$ cat src/rtl/sprite_loader_if.sv
`default_nettype none
//==============================================================================
// Module      : sprite_loader_if
// Description : Pixel stream (valid/ready) plus image-RAM port A write bus
//               between a pixel source and the sprite loader.
// Revision    : 1.0 - initial release
//==============================================================================
interface sprite_loader_if #(
    parameter int ADDR_W = 17,
    parameter int DATA_W = 8
);
    logic [DATA_W-1:0] in_data;
    logic              in_valid;
    logic              in_ready;
    logic              we;
    logic [ADDR_W-1:0] waddr;
    logic [DATA_W-1:0] wdata;

    // Pixel source / write-bus observer side
    modport master (
        output in_data, in_valid,
        input  in_ready, we, waddr, wdata
    );

    // Loader side: consumes the stream, drives the RAM write port
    modport slave (
        input  in_data, in_valid,
        output in_ready, we, waddr, wdata
    );
endinterface
`default_nettype wire

$ cat src/rtl/sprite_loader.sv
`default_nettype none
//==============================================================================
// Module      : sprite_loader
// Description : Loads a raster-ordered palette-index stream into the sprite
//               image RAM (port A), generating addr = row*WIDTH + col with a
//               plain incrementing counter. start/done sequencing, err pulse
//               on an ignored start.
//               Optional: define SPRITE_LOADER_CHECKSUM_EN to add a 16-bit
//               running sum of the accepted pixels as output `checksum`.
// Revision    : 1.0 - initial release
//==============================================================================
module sprite_loader #(
    parameter int WIDTH  = 315,
    parameter int HEIGHT = 262,
    parameter int ADDR_W = 17,
    parameter int DATA_W = 8
) (
    input  wire logic         clk,
    input  wire logic         reset,
    input  wire logic         start,
    sprite_loader_if.slave    bus,
    output logic              busy,
    output logic              done,
    output logic              err
`ifdef SPRITE_LOADER_CHECKSUM_EN
    ,
    output logic [15:0]       checksum
`endif
);

    localparam int c_COL_W = (WIDTH  > 1) ? $clog2(WIDTH)  : 1;
    localparam int c_ROW_W = (HEIGHT > 1) ? $clog2(HEIGHT) : 1;
    localparam logic [c_COL_W-1:0] c_COL_LAST = c_COL_W'(WIDTH - 1);
    localparam logic [c_ROW_W-1:0] c_ROW_LAST = c_ROW_W'(HEIGHT - 1);

    typedef enum logic [0:0] {
        S_IDLE = 1'b0,
        S_LOAD = 1'b1
    } state_t;

    state_t              r_state;
    state_t              w_state_next;
    logic                w_start_ok;   // start accepted in IDLE
    logic                w_beat;       // pixel accepted this cycle
    logic                w_last;       // final pixel of the image
    logic                w_err;        // start ignored during LOAD

    logic [c_COL_W-1:0]  r_col;
    logic [c_ROW_W-1:0]  r_row;
    logic [ADDR_W-1:0]   r_addr;
    logic                r_we;
    logic [ADDR_W-1:0]   r_waddr;
    logic [DATA_W-1:0]   r_wdata;
    logic                r_done;
    logic                r_err;

    // State register; reset forces IDLE immediately so busy/in_ready drop
    always_ff @(posedge clk or posedge reset) begin
        if (reset) r_state <= S_IDLE;
        else       r_state <= w_state_next;
    end

    // Next-state and per-cycle control decode
    always_comb begin
        w_state_next = r_state;
        w_start_ok   = 1'b0;
        w_beat       = 1'b0;
        w_last       = 1'b0;
        w_err        = 1'b0;
        case (r_state)
            S_IDLE: begin
                if (start) begin
                    w_start_ok   = 1'b1;
                    w_state_next = S_LOAD;
                end
            end
            S_LOAD: begin
                w_err  = start;
                w_beat = bus.in_valid;
                w_last = bus.in_valid && (r_row == c_ROW_LAST) && (r_col == c_COL_LAST);
                if (w_last) w_state_next = S_IDLE;
            end
            default: w_state_next = S_IDLE;
        endcase
    end

    // Raster counters and registered RAM write port / status pulses
    always_ff @(posedge clk or posedge reset) begin
        if (reset) begin
            r_col   <= '0;
            r_row   <= '0;
            r_addr  <= '0;
            r_we    <= 1'b0;
            r_waddr <= '0;
            r_wdata <= '0;
            r_done  <= 1'b0;
            r_err   <= 1'b0;
        end else begin
            r_we   <= w_beat;
            r_done <= w_last;
            r_err  <= w_err;
            if (w_start_ok) begin
                r_col  <= '0;
                r_row  <= '0;
                r_addr <= '0;
            end else if (w_beat) begin
                r_waddr <= r_addr;
                r_wdata <= bus.in_data;
                if (w_last) begin
                    // Park counters at the origin so row never overflows its width
                    r_col  <= '0;
                    r_row  <= '0;
                    r_addr <= '0;
                end else if (r_col == c_COL_LAST) begin
                    r_col  <= '0;
                    r_row  <= r_row + c_ROW_W'(1);
                    r_addr <= r_addr + ADDR_W'(1);
                end else begin
                    r_col  <= r_col + c_COL_W'(1);
                    r_addr <= r_addr + ADDR_W'(1);
                end
            end
        end
    end

`ifdef SPRITE_LOADER_CHECKSUM_EN
    logic [15:0] r_checksum;

    // Running mod-2^16 sum of accepted pixels; holds after done until next start
    always_ff @(posedge clk or posedge reset) begin
        if (reset)           r_checksum <= '0;
        else if (w_start_ok) r_checksum <= '0;
        else if (w_beat)     r_checksum <= r_checksum + 16'(bus.in_data);
    end

    assign checksum = r_checksum;
`endif

    assign bus.in_ready = (r_state == S_LOAD);
    assign busy         = (r_state == S_LOAD);
    assign bus.we       = r_we;
    assign bus.waddr    = r_waddr;
    assign bus.wdata    = r_wdata;
    assign done         = r_done;
    assign err          = r_err;

endmodule
`default_nettype wire

$ cat src/flat_wrapper.sv
// flat-port wrapper written by rule: the top's interface ports become plain ports
module sprite_loader_flat 
#(
    parameter int WIDTH  = 315,
    parameter int HEIGHT = 262,
    parameter int ADDR_W = 17,
    parameter int DATA_W = 8
)
  (clk, reset, start, busy, done, err, bus_in_data, bus_in_valid, bus_in_ready, bus_we, bus_waddr, bus_wdata);
  sprite_loader_if #(.ADDR_W(ADDR_W), .DATA_W(DATA_W)) bus_i ();
  input  wire logic clk;
  input  wire logic reset;
  input  wire logic start;
  output logic busy;
  output logic done;
  output logic err;
  input wire logic [$bits(bus_i.in_data)-1:0] bus_in_data;
  input wire logic [$bits(bus_i.in_valid)-1:0] bus_in_valid;
  output wire logic [$bits(bus_i.in_ready)-1:0] bus_in_ready;
  output wire logic [$bits(bus_i.we)-1:0] bus_we;
  output wire logic [$bits(bus_i.waddr)-1:0] bus_waddr;
  output wire logic [$bits(bus_i.wdata)-1:0] bus_wdata;
  assign bus_i.in_data = bus_in_data;
  assign bus_i.in_valid = bus_in_valid;
  assign bus_in_ready = bus_i.in_ready;
  assign bus_we = bus_i.we;
  assign bus_waddr = bus_i.waddr;
  assign bus_wdata = bus_i.wdata;
  sprite_loader #(.WIDTH(WIDTH), .HEIGHT(HEIGHT), .ADDR_W(ADDR_W), .DATA_W(DATA_W)) u_core (.clk(clk), .reset(reset), .start(start), .bus(bus_i), .busy(busy), .done(done), .err(err));
endmodule
$ cat config.mk
export PLATFORM = sky130hd
export DESIGN_NAME = sprite_loader_flat
export DESIGN_NICKNAME = d
export VERILOG_FILES = /design/src/rtl/sprite_loader_if.sv /design/src/rtl/sprite_loader.sv /design/src/flat_wrapper.sv
export SDC_FILE = /design/constraint.sdc
export NUM_CORES = 1
export LEC_CHECK = 0
export ABC_AREA = 1
export CAP_MARGIN = 15
export CORE_MARGIN = 10
export CORE_UTILIZATION = 45
export CTS_BUF_LIST = sky130_fd_sc_hd__clkbuf_16
export CTS_CLUSTER_SIZE = 24
export DETAILED_ROUTE_END_ITERATION = 8
export PLACE_DENSITY = 0.69
export SLEW_MARGIN = 20
export SYNTH_ARGS = -nofsm -noshare
export SYNTH_HDL_FRONTEND = slang
export SYNTH_SLANG_ARGS = --single-unit
$ cat constraint.sdc
create_clock -name clk -period 2 [get_ports clk]
set_clock_uncertainty 0.1 [all_clocks]
set_input_delay 0.4 -clock clk [delete_from_list [all_inputs] [get_ports clk]]
set_output_delay 0.4 -clock clk [all_outputs]
set_load 0.02 [all_outputs]
==> summary.txt <==
Timing
  • Setup violators final: 0
  • Rel. slew slack: 0.7261
  • Max Clock Freq: 0.5211 GHz
  • RSZ-0062 raised after global routing: no
  • Min Tclk post-route: 1.919 ns
  • Fin. Hold Viols: 0
  • Final slew viol count: 0
  • Total Neg Setup Slack: 0 ns
  • Final period util: 0.9596
  • Final worst slack: 0.08083 ns
  • Worst-Margin Slew: 0.4109 ns

Global route
  • Largest net degree at the start of global routing: 65
  • Initial antenna violation count: 0
  • First-pass GRT wire length: 13.53 mm
  • Total gr overflow: 0
  • Total Routing Usage GR: 0.1473
  • Number of global-route vias before repair: 2,843

Yosys
  • Post-synthesis sequential area ratio: 0.4963
  • Synthesis-stage register bit count: 64
  • Yosys cell types: 31
  • Cell area after synthesis: 3227 µm²
  • Mapped Cells: 416
  • Syn avg cell area: 7.757 µm²
  • Post-synth net total: 433
  • Synth warn: 0

Clocking
  • Clock sinks: 64
  • H-tree Lvls: 3
  • Num CTS Buffers: 9
  • Setup Buffers After CTS: 0
  • Clk buf depth: 2
  • CTS tree: built
  • Worst-skew pair later-pin latency: 0.33 ns
  • Root Driver: clkbuf_16
  • Reg clk slew, reported paths: 0.06 ns

Worst setup path
  • Critical Path Stages: 1
  • Worst setup path endpoint: busy
  • Crit-path cells: clkdlybuf4s50_1
  • Top delay family on crit path: buffers and inverters
  • Critical Path RT: 1.50 ns
  • Startpoint types: register
  • CP bufs+invs: 1
  • Crit end category: output port
  • Worst Setup SP: u_core.bus.in_ready$_DFF_PP0_
  • Reg2Reg Depth: 10
  • Worst reg2reg endpoint: u_core.r_addr[9]$_DFFE_PP0P_
  • Critical path peak fanout: 4
  • Crit-path max cell delay: 0.65 ns
  • Worst setup path class: reg2out
  • Worst r2r src: u_core.r_col[0]$_DFFE_PP0P_
  • Slowest CP cell: clkdlybuf4s50_1
  • Arr. time, crit path: 1.42 ns
  • Worst reg-to-reg setup slack: 0.27 ns

Finish
  • Commonest non-fill, non-tap cells in the layout: 147 x nand2_1, 64 x dfrtp_1, 44 x inv_1
  • Fill cells: 594
  • Commonest non-fill, non-tap cell in the layout: nand2_1
  • Post-layout util: 0.6033
  • Final-stage net count: 486
  • Share of cells above drive strength 1: 0.09705
  • N_diodes: 0
  • Area grow syn2layout: 28.42%

Status
  • Status: completed

Detailed routing
  • DRT iter0 DRCs: 153
  • M1 wire length: 3.342 mm
  • Number of routed nets with antenna violations: 0
  • Vias per cell: 4.911
  • Post-Route WL: 7.648 mm
  • DR WL/cell: 13.42 µm
  • Met3 routed WL: 275 µm
  • First-pass detailed-route iteration total: 4
  • Top layer in use: met4
  • Via count: 2,799
  • DR DRC count: 0
  • Wire length on met2: 3.854 mm

Power
  • Worst VDD drop: 0.5138 mV
  • Pwr/cell area: 1035 nW/µm²
  • Leakage power: 1.941 nW

Place
  • GPL Wtd Cong: 0.9083
  • Dpl hpwl: 5.430 mm
  • DP Worst Slack: -0.01448 ns
  • PortBufs: 41

Die
  • Die area: 10,960 µm²
  • Initial Util: 0.4698
  • Row count: 30
  • I/O Pins: 42
  • DIE WIDTH: 104.7 µm
  • Core ar.: 6869 µm²
  • Vert. Die Dim: 104.7 µm

Hold path
  • Worst hold path type: reg2reg

Flow run
  • Number of max-cap violations: 0
[registers in the layout, indices dropped and copies added, names as in the netlist]
register / flops
u_core.r_addr: 17
u_core.bus.we: 1
u_core.r_col: 9
u_core.bus.wdata: 8
u_core.bus.waddr: 17
u_core.done: 1
u_core.err: 1
u_core.r_row: 9
u_core.bus.in_ready: 1
[worst min-delay path by stage]
| stage | from | end | slack (ns) | cells after the start |
|---|---|---|---|---|
| after floorplan | u_core.r_addr[15]$_DFFE_PP0P_ | u_core.r_addr[15]$_DFFE_PP0P_ | 0.35 | 2 |
| after global placement | u_core.bus.wdata[5]$_DFFE_PP0P_ | u_core.bus.wdata[5]$_DFFE_PP0P_ | 0.36 | 2 |
| after detailed placement | u_core.bus.wdata[4]$_DFFE_PP0P_ | u_core.bus.wdata[4]$_DFFE_PP0P_ | 0.36 | 2 |
| after CTS | u_core.bus.wdata[5]$_DFFE_PP0P_ | u_core.bus.wdata[5]$_DFFE_PP0P_ | 0.38 | 2 |
| after global routing | u_core.bus.wdata[7]$_DFFE_PP0P_ | u_core.bus.wdata[7]$_DFFE_PP0P_ | 0.40 | 2 |
| final | u_core.bus.wdata[5]$_DFFE_PP0P_ | u_core.bus.wdata[5]$_DFFE_PP0P_ | 0.38 | 2 |
[layout make-up]
type / count / area (µm²) / share of cell area
Sequential cell: 64 / 1602 / 0.3865
Multi-Input combinational cell: 292 / 1378 / 0.3324
Timing Repair Buffer: 53 / 513.0 / 0.1238
Clock buffer: 9 / 225.2 / 0.05435
Inverter: 49 / 195.2 / 0.04710
Tap cell: 96 / 120.1 / 0.02899
Clock inverter: 7 / 111.4 / 0.02687
[metrics by stage]
stage                     instance area (µm²)  total power (W)  hold slack, ns  std cells
final                                    4144         0.004288          0.3757        570
after floorplan                          3231         0.002204          0.3491        416
after CTS                                4139         0.004318          0.3804        570
after detailed placement                 3802         0.002538          0.3644        554
after global routing                     4144         0.004501          0.4041        570
after global placement                   3802         0.002514          0.3622        554
[timing repair]
item                                   CTS  global route
setup endpoints to repair                0             6
resized for setup                        0             2
endpoints found under the hold margin    0             0
hold buffers                             0             0
[cell families after synthesis]
kind of cell             count (synthesis)  synth area share
adder cells (fa/ha/maj)                  5           0.01939
flip-flops                              64            0.4963
XOR/XNOR                                 7           0.01900
AO/OA/AOI/OAI                           46           0.08298
AND/OR/NAND/NOR                        234            0.3040
buffers and inverters                   60           0.07832
[cells in the mapped netlist, drive strengths merged]
cell type	number	area [µm²]
o22ai	9	56.30
nor3	4	20.02
dfrtp	64	1602
nand4	3	18.77
inv	49	191.4
a21oi	3	22.52
ha	5	62.56
a211oi	1	12.51
nor2	43	192.7
xnor2	2	17.52
o21ai	33	176.4
nor4	1	6.260
nand3	32	160.2
nand2	150	575.6
nor3b	1	7.510
clkbuf	4	15.01
xor2	5	43.79
buf	7	46.29
[report_power, final]
group	leakage, nW	total (W)	switching (W)	internal (W)
Clock	0.168	0.00178	0.000568	0.00121
Combinational	0.943	0.000813	0.000459	0.000353
Sequential	0.829	0.00170	0.000192	0.00151
[layer usage]
metal,global-route usage,vias to the layer above
li1,-,1419
met3,0.03133,19
met2,0.2529,51
met1,0.1744,1310
met4,0.06176,0
met5,0,-
(Power assumes the default switching activity.)
==> variant, RTL diff (same settings) <==
`HEIGHT` is set to 262 in 2 places; all go to 1048.
--- a/src/rtl/sprite_loader.sv
+++ b/src/rtl/sprite_loader.sv
@@ -12,5 +12,5 @@
 module sprite_loader #(
     parameter int WIDTH  = 315,
-    parameter int HEIGHT = 262,
+    parameter int HEIGHT = 1048,
     parameter int ADDR_W = 17,
     parameter int DATA_W = 8
--- a/src/flat_wrapper.sv
+++ b/src/flat_wrapper.sv
@@ -3,5 +3,5 @@
 #(
     parameter int WIDTH  = 315,
-    parameter int HEIGHT = 262,
+    parameter int HEIGHT = 1048,
     parameter int ADDR_W = 17,
     parameter int DATA_W = 8
Check against the original RTL: same outputs for any inputs over 10 cycles, from zero or initial values and one cycle with reset high; that may be too few to reach the edited logic, so the function may still have changed.
==> variant against the original RTL <==
Cell area grew 1.8%. Total power is 0.57% lower. Combinational power increased by 1%. Synthesized cell count down 2.6%. Die area increased by 2.2%. Setup slack better by 0.10 ns. Global-route usage fell by 0.55 points. Area after synthesis increased by 2.8%. Sequential cell count increased by 2. Non-clock buffer count down 1. Fmax is 5.5% higher. Routed wire length decreased by 1.8%. Critical endpoint is now u_core.r_addr[13]$_DFFE_PP0P_.
==> variant: results (changes against the original RTL) <==
* Initial antenna violation count at 0 (unchanged)
* Worst Path Max Fanout at 12 (+8)
* Leading post-synthesis cells by cell area: dfrtp_1 50%, nand2_1 13%, inv_1 5.5%
* Post-CTS setup buffers at 0 (unchanged)
* Routed wire per std cell at 13.4 um (-0.20%)
* Synth Area in XOR/XNOR at 0.0211 (+0.00213)
* Row Count at 31 (+3.3%)
* Outcome: finished, final reports clean
* Layout cell share with drive strength beyond 1 at 0.113 (+0.0155)
* Async set-reset flop share out of synthesis at 1.00 (unchanged)
* First-pass GRT wire length at 13200 um (-2.3%)
* Largest net degree at the start of global routing at 67 (+3.1%)
* Crit path largest cell delay at 0.42 ns (-0.23 ns)
* Net Sw Frac at 0.296 (+0.0114)
* Vias at 2822 (+0.82%)
* Register area share after synthesis at 0.498 (+0.00180)
* Net Count, Synth at 421 (-2.8%)
* WHS Path Cells at 2 (unchanged)
* RD Place Congestion at 0.872 (-4.0%)
* DR iter-0 viols at 164 (+7.2%)
* Synthesized-area fraction occupied by adder cells at 0.0151 (-0.00429)
* Reg2Reg Depth at 9 (-1)
* Distinct cells, synth at 30 (-3.2%)
* Relative slew margins at 0.661 (-0.0655)
* Placed cells at 545 (-1.6%)
* Static leakage at 1.94 nW (+0.11%)
* CTS H-tree depth at 3 (unchanged)
* Total GRT Usage at 0.142 (-0.00545)
* Setup TNS at 0 ns (unchanged)
* Crit path max-delay family: simple AND/OR/NAND/NOR gates
* Syn Inst Count at 405 (-2.6%)
* Mux cell area share after synthesis at 0 (unchanged)
* Critical-path top delay cell: dfrtp_1
* Vias per cell at 5.03 (+2.4%)
* Top FF cell, synth: dfrtp_1
* Dpl hpwl at 5410 um (-0.31%)
* Worst IR drop on VDD at 439 uV (-14%)
* CP arrival at 1.91 ns (+0.49 ns)
* Post-synthesis compound-gate area fraction at 0.113 (+0.0299)
* Commonest cells post-synth: 119 x nand2_1, 66 x dfrtp_1, 49 x inv_1
* Final net count at 473 (-2.7%)
[variant: changes by cell type after synthesis, sizes merged, moves of 3 or more]
| cell | before | now |
|---|---|---|
| nand3b | 0 | 3 |
| nand3 | 32 | 24 |
| nand4 | 3 | 14 |
| nor2 | 43 | 29 |
| xor2 | 5 | 8 |
| nand2 | 150 | 125 |
| nor3 | 4 | 10 |
| inv | 49 | 52 |
| o21ai | 33 | 36 |
[variant: layer usage]
metal,wire length (um),global-route usage,vias up
met1,3330,0.173,1332
met3,265,0.0244,11
met5,0,0,-
met4,164,0.0725,0
li1,-,-,1418
met2,3750,0.235,61
[variant: final timing paths]
path | slack [ns] | from | endpoint
min in group asynchronous | 0.41 | reset | u_core.r_addr[16]$_DFFE_PP0P_
worst min register to register | 0.38 | u_core.bus.wdata[2]$_DFFE_PP0P_ | u_core.bus.wdata[2]$_DFFE_PP0P_
worst min-delay path | 0.38 | u_core.bus.wdata[2]$_DFFE_PP0P_ | u_core.bus.wdata[2]$_DFFE_PP0P_
max in group asynchronous | 1.10 | reset | u_core.r_col[6]$_DFFE_PP0P_
worst max register to register | 0.18 | u_core.r_col[0]$_DFFE_PP0P_ | u_core.r_addr[13]$_DFFE_PP0P_
worst max-delay path | 0.18 | u_core.r_col[0]$_DFFE_PP0P_ | u_core.r_addr[13]$_DFFE_PP0P_
[variant: cells by family (layout without fill, tap and decap cells)]
group | Yosys count | after routing
and+or+nand+nor | 205 | 205
DFF | 66 | 66
buffers and inverters | 64 | 121
AOI/OAI and AO/OA | 58 | 58
xor gates and xnor gates | 8 | 8
adders and majority gates | 4 | 4
[variant: timing repair]
action,in CTS,in global routing
hold buffers,0,0
endpoints found under the setup margin,2,0
gates resized for setup,2,0
[variant: power by group through the flow]
stage / Clock [mW] / Combinational (mW) / Sequential [mW]
finish: 1.72 / 0.821 / 1.73
global route: 1.82 / 0.918 / 1.76
CTS: 1.74 / 0.835 / 1.72
detailed placement: 0 / 0.834 / 1.74
global placement: 0 / 0.811 / 1.73
floorplan: 0 / 0.456 / 1.80
[variant: area by class of cell]
cell class                      instances  area [um^2]
Fill cell                             655         3000
Sequential cell                        66         1650
Multi-Input combinational cell        275         1390
Timing Repair Buffer                   52          515
Clock buffer                            9          225
Inverter                               53          208
Tap cell                               99          124
Clock inverter                          7          100
[variant: metrics by stage]
stage | worst slack (ns) | util | hold WS [ns] | cell area [um^2]
detailed placement | -0.0667 | 0.540 | 0.364 | 3890
global placement | 0.0349 | 0.540 | 0.361 | 3890
CTS | 0.170 | 0.584 | 0.381 | 4220
finish | 0.181 | 0.584 | 0.377 | 4220
global route | 0.0216 | 0.584 | 0.403 | 4220
floorplan | 0.431 | - | 0.359 | 3320
